### config.mk
export PLATFORM = sky130hd
export DESIGN_NAME = load_store_unit
export DESIGN_NICKNAME = d
export VERILOG_FILES = /design/src/rtl/lsu_pkg.sv /design/src/rtl/lsu_load_align.sv /design/src/rtl/load_store_unit.sv
export SDC_FILE = /design/constraint.sdc
export NUM_CORES = 1
export LEC_CHECK = 0
export ABC_CLOCK_PERIOD_IN_PS = 1800
export CORE_ASPECT_RATIO = 1.75
export CORE_UTILIZATION = 43
export CTS_BUF_LIST = sky130_fd_sc_hd__clkbuf_4
export CTS_CLUSTER_SIZE = 8
export DETAILED_ROUTE_END_ITERATION = 7
export GPL_TIMING_DRIVEN = 1
export PLACE_DENSITY = 0.91
export SETUP_SLACK_MARGIN = 0.05
export SLEW_MARGIN = 20
export SYNTH_ARGS = -nofsm -noshare
export SYNTH_HDL_FRONTEND = slang
export SYNTH_SLANG_ARGS = --single-unit
### constraint.sdc
create_clock -name i_clk -period 1.8 [get_ports i_clk]
set_clock_uncertainty 0.15 [all_clocks]
set_input_delay 0.27 -clock i_clk [delete_from_list [all_inputs] [get_ports i_clk]]
set_output_delay 0.27 -clock i_clk [all_outputs]
set_load 0.01 [all_outputs]
### src/rtl/lsu_pkg.sv
// Shared constants for the load/store unit: FUNC3 access codes, FSM encoding
// and the legality check used when a request is accepted.
package lsu_pkg;

  localparam logic [2:0] F3_B  = 3'b000;
  localparam logic [2:0] F3_H  = 3'b001;
  localparam logic [2:0] F3_W  = 3'b010;
  localparam logic [2:0] F3_BU = 3'b100;
  localparam logic [2:0] F3_HU = 3'b101;

  typedef enum logic [1:0] {
    S_IDLE   = 2'd0,
    S_ACCESS = 2'd1,
    S_DONE   = 2'd2
  } lsu_state_e;

  // Undefined codes and unsigned stores are folded into the misaligned fault.
  function automatic logic access_ok(input logic [2:0] func3,
                                     input logic [1:0] addr_lo,
                                     input logic       is_store);
    logic ok;
    ok = 1'b0;
    case (func3)
      F3_B:    ok = 1'b1;
      F3_H:    ok = ~addr_lo[0];
      F3_W:    ok = (addr_lo == 2'b00);
      F3_BU:   ok = ~is_store;
      F3_HU:   ok = ~is_store & ~addr_lo[0];
      default: ok = 1'b0;
    endcase
    return ok;
  endfunction

endpackage

### src/rtl/lsu_load_align.sv
// Load lane select and sign/zero extension from a 32-bit memory word.
module lsu_load_align
  import lsu_pkg::*;
(
  input  logic [31:0] i_rdata,
  input  logic [1:0]  i_addr_lo,
  input  logic [2:0]  i_func3,
  output logic [31:0] o_data
);

  logic [31:0] w_shifted;

  assign w_shifted = i_rdata >> {i_addr_lo, 3'b000};

  always_comb begin
    o_data = i_rdata;
    case (i_func3)
      F3_B:    o_data = {{24{w_shifted[7]}}, w_shifted[7:0]};
      F3_H:    o_data = {{16{w_shifted[15]}}, w_shifted[15:0]};
      F3_BU:   o_data = {24'd0, w_shifted[7:0]};
      F3_HU:   o_data = {16'd0, w_shifted[15:0]};
      default: o_data = i_rdata;
    endcase
  end

endmodule

### src/rtl/load_store_unit.sv
// MEM-stage load/store unit: accepts one aligned request, holds the strobe
// until memory drops busywait, then spends one DONE cycle before the next.
module load_store_unit
  import lsu_pkg::*;
(
  input  logic        i_clk,
  input  logic        i_reset,
  input  logic        i_mem_read,
  input  logic        i_mem_write,
  input  logic [2:0]  i_func3,
  input  logic [31:0] i_addr,
  input  logic [31:0] i_rs2_data,
  input  logic [31:0] i_wb_data,
  input  logic        i_mem_fwd_sel,
  input  logic [31:0] i_dmem_rdata,
  input  logic        i_dmem_busywait,
  output logic        o_dmem_read,
  output logic        o_dmem_write,
  output logic [31:0] o_dmem_addr,
  output logic [31:0] o_dmem_wdata,
  output logic [3:0]  o_dmem_byte_en,
  output logic [31:0] o_load_data,
  output logic        o_stall,
  output logic        o_misaligned
);

  lsu_state_e  r_state, w_next;
  logic [31:0] r_addr;
  logic [2:0]  r_func3;
  logic [31:0] r_wdata;
  logic        r_is_write;
  logic [31:0] r_load_data;

  logic        w_req;
  logic        w_ok;
  logic        w_accept;
  logic        w_complete;
  logic [31:0] w_load_aligned;
  logic [3:0]  w_store_be;
  logic [31:0] w_store_data;

  assign w_req      = i_mem_read | i_mem_write;
  // A simultaneous read is dropped, so legality follows the store rules.
  assign w_ok       = access_ok(i_func3, i_addr[1:0], i_mem_write);
  assign w_accept   = (r_state == S_IDLE) & w_req & w_ok;
  assign w_complete = (r_state == S_ACCESS) & ~i_dmem_busywait;

  lsu_load_align u_align (
    .i_rdata   (i_dmem_rdata),
    .i_addr_lo (r_addr[1:0]),
    .i_func3   (r_func3),
    .o_data    (w_load_aligned)
  );

  always_ff @(posedge i_clk) begin
    if (i_reset) begin
      r_state     <= S_IDLE;
      r_addr      <= '0;
      r_func3     <= '0;
      r_wdata     <= '0;
      r_is_write  <= 1'b0;
      r_load_data <= '0;
    end else begin
      r_state <= w_next;
      if (w_accept) begin
        r_addr     <= i_addr;
        r_func3    <= i_func3;
        r_wdata    <= i_mem_fwd_sel ? i_wb_data : i_rs2_data;
        r_is_write <= i_mem_write;
      end
      if (w_complete && !r_is_write)
        r_load_data <= w_load_aligned;
    end
  end

  always_comb begin
    w_next = r_state;
    case (r_state)
      S_IDLE:   if (w_accept) w_next = S_ACCESS;
      S_ACCESS: if (!i_dmem_busywait) w_next = S_DONE;
      S_DONE:   w_next = S_IDLE;
      default:  w_next = S_IDLE;
    endcase
  end

  always_comb begin
    w_store_be = 4'b1111;
    case (r_func3)
      F3_B:    w_store_be = 4'b0001 << r_addr[1:0];
      F3_H:    w_store_be = r_addr[1] ? 4'b1100 : 4'b0011;
      default: w_store_be = 4'b1111;
    endcase
  end

  always_comb begin
    w_store_data = r_wdata;
    case (r_func3)
      F3_B:    w_store_data = {4{r_wdata[7:0]}};
      F3_H:    w_store_data = {2{r_wdata[15:0]}};
      default: w_store_data = r_wdata;
    endcase
  end

  // Everything combinational is masked by reset, including a live ACCESS.
  always_comb begin
    o_stall        = 1'b0;
    o_misaligned   = 1'b0;
    o_dmem_read    = 1'b0;
    o_dmem_write   = 1'b0;
    o_dmem_byte_en = 4'b0000;
    if (!i_reset) begin
      o_stall      = w_accept | (r_state == S_ACCESS);
      o_misaligned = (r_state == S_IDLE) & w_req & ~w_ok;
      if (r_state == S_ACCESS) begin
        o_dmem_read  = ~r_is_write;
        o_dmem_write = r_is_write;
        if (r_is_write) o_dmem_byte_en = w_store_be;
      end
    end
  end

  assign o_dmem_addr  = {r_addr[31:2], 2'b00};
  assign o_dmem_wdata = w_store_data;
  assign o_load_data  = r_load_data;

endmodule

==> flow_metrics.py <==
metrics = {
    "run_status": {
        "status": "complete, but fails checks",
        "violations": "negative setup slack",
    },
    "sta": {
        "hold_violations": 0,
        "fmax_mhz": 462,
        "timing.final.ws_setup_ns": -0.366,
        "drv_slew": 0,
        "final-setup-viol-count": 38,
        "period_minus_slack_ns": 2.17,
        "worst_slew_pin_slew_ns": 0.707,
        "relSlewSlack": 0.529,
        "rsz0062_at_grt": "true",
        "whs_ns": 0.0851,
        "period_share": 1.20,
    },
    "yosys": {
        "netlist_area_sq_um": 5340,
        "seq_area_frac_synth": 0.382,
        "yosys_warnings": 0,
        "syn_inst": 613,
        "ys.flop_type": "dfxtp_1",
        "synth-async-reset-ratio": 0,
        "syn_area_per_cell_sq_um": 8.71,
        "synth_top_area_share": 0.382,
        "yosys.area.top_type": "dfxtp_1",
        "synth.distinct_cells": 42,
        "synth_edf_count": 0,
        "synth_area_leaders": "dfxtp_1 (38%), mux2i_1 (9.6%), a211oi_2 (7.5%)",
        "ys_ff_latch": 102,
    },
    "place": {
        "placement.cell_area_sq_um": 7840,
        "numPortBuffers": 238,
        "dp_hpwl_mm": 12.7,
        "finalWeightedCongestion": 0.825,
        "dp_slack_ns": -0.636,
    },
    "global_route": {
        "antenna_found_initial": 1,
        "grt_start_max_net_pins": 53,
        "grt_util_all_layers": 0.268,
        "grt_pass1_wl_mm": 26.5,
        "grt_pass1_vias": 5298,
        "grt_overflow": 0,
    },
    "detailed_routing": {
        "drtPass1Iterations": 4,
        "vias": 5554,
        "detail_route.drc_violations": 0,
        "avgViaCountPerCell": 5.42,
        "wl_per_cell_microns": 18.5,
        "routed_wl_mm": 18.9,
        "drt_iter0_drc": 304,
        "postRouteAntennaNets": 0,
    },
    "cts": {
        "clkLatencyLatePin_ns": 0.45,
        "cts_root_buffer": "clkbuf_4",
        "clock_sink_count": 102,
        "clockBufferDepth": 2,
        "clkTransAtPathRegs_ns": 0.15,
        "htreeDepth": 3,
        "cts_tree": "done",
        "cts_made_buffers": 9,
    },
    "run": {
        "drv_cap": 0,
    },
    "setup_path": {
        "slowest_delay_ns": 0.38,
        "crit_chain": "buf_6 -> nor2_4 -> buf_8 -> buf_12 -> mux2_4 -> buf_6",
        "crit_path_max_fanout": 4,
        "worstPathRequired_ns": 1.38,
        "cpMaxStageDelayCell": "dfxtp_4",
        "crit_type": "reg2out",
        "crit_arrival_ns": 1.75,
        "cp-start-kind": "flip-flop",
        "path_common_cell": "buf_6",
        "crit_path_end_kind": "output port",
    },
    "cells_and_area": {
        "syn2layout_area_growth_pct": 65.3,
        "utilization": 0.731,
        "drive_gt1_frac": 0.322,
        "final_common_cell": "clkdlybuf4s50_1",
        "layout_common_cells": "clkdlybuf4s50_1 (128), dfxtp_1 (86), nand2_1 (79)",
        "final_area_sq_um": 8820,
        "fin_nets": 990,
    },
    "pwr": {
        "fin_total_pwr_mw": 5.87,
        "ir_worst_vdd_uv": 553,
        "leakage_nw": 3.62,
        "p_per_area_nw_per_um2": 665,
    },
    "floorplan": {
        "rows": 53,
        "dieArea_sq_um": 12900,
        "initial_core_util": 0.442,
        "io_pins": 241,
        "die_h_microns": 149,
        "core_sq_um": 12100,
        "die_w_microns": 86.2,
    },
    "worst_hold_path": {
        "hold_class": "in2reg",
    },
}
[sequential cells by signal, summed over array words and instances (netlist names)]
name	flops
o_load_data	32
r_addr	32
r_state	2
r_func3	3
r_is_write	1
r_wdata	32
[synthesized netlist by cell type, types with 2 or more instances]
| cell | n |
|---|---|
| mux2i_1 | 51 |
| nand2b_1 | 4 |
| buf_1 | 4 |
| inv_1 | 2 |
| nor2_1 | 72 |
| a211oi_2 | 32 |
| o211ai_1 | 14 |
| a2bb2oi_1 | 7 |
| o21ai_0 | 2 |
| a211oi_1 | 24 |
| dfxtp_1 | 102 |
| o221ai_1 | 7 |
| buf_2 | 21 |
| mux2_1 | 8 |
| o21a_1 | 2 |
| nand2_1 | 83 |
| clkbuf_1 | 22 |
| buf_4 | 46 |
| a21oi_1 | 72 |
| mux2_2 | 8 |
| nand3_1 | 2 |
| nand3b_1 | 8 |
[cells by family (layout without fill, tap and decap cells)]
logic type             after synthesis  count (layout)  synth area share
multiplexers                        67              67             0.129
AND/OR/NAND/NOR                    177             177             0.142
flip-flops                         102             102             0.382
buffers and inverters               96             339             0.105
AO/OA/AOI/OAI                      170             170             0.241
other                                1               4          0.000702
[per-stage QoR]
stage / TNS, ns / std cells
floorplan: 0 / 614
global placement: -32.22 / 971
detailed placement: -37.98 / 971
CTS: -8.33 / 1004
global route: -12.71 / 1023
finish: -9.82 / 1024
[final timing paths]
check        startpoint  slack (ns)  depth (start not counted)                to
max          r_func3[1]       -0.37                          6  o_dmem_wdata[21]
max reg2reg  r_func3[2]       -0.21                         12   o_load_data[15]
min          i_func3[1]        0.09                          3        r_func3[1]
min reg2reg  r_addr[30]        0.31                          2        r_addr[30]
[area by class of cell]
type                       instances  area [sq um]
fill                             839          3240
multi-input combinational        416          3210
timing repair buffer             321          3140
sequential                       102          2080
tap                              165           206
clock inverter                     6          86.3
clock buffer                       9          67.6
inverter                           3          18.8
antenna                            2          5.00
[repair_timing]
action / 4_1_cts / 5_1_grt
endpoints found under the hold margin: 2 / 2
buffers inserted: 16 / 17
endpoints found under the setup margin: 135 / 64
resized for setup: 300 / 115
cloned: 0 / 3
pin swaps: 15 / 28
hold buffers: 2 / 2
[critical path: cells and delay by family (launching register included)]
family / cells / cell delay, ns
buffers and inverters: 4 / 0.48
flip-flops: 1 / 0.38
multiplexers: 1 / 0.30
AND/OR/NAND/NOR: 1 / 0.14
[report_power, final]
group          internal [mW]  switching, mW
Combinational           1.07          0.939
Sequential              2.41          0.113
Clock                  0.558          0.775
[routing by layer]
metal	up-vias	global-route usage	share of wire
met5	-	0	0
met4	0	0.153	0.044
met3	50	0.0581	0.056
met2	214	0.503	0.54
met1	2675	0.264	0.36
li1	2615	-	-
No activity file was read; power rests on OpenSTA's default activity.
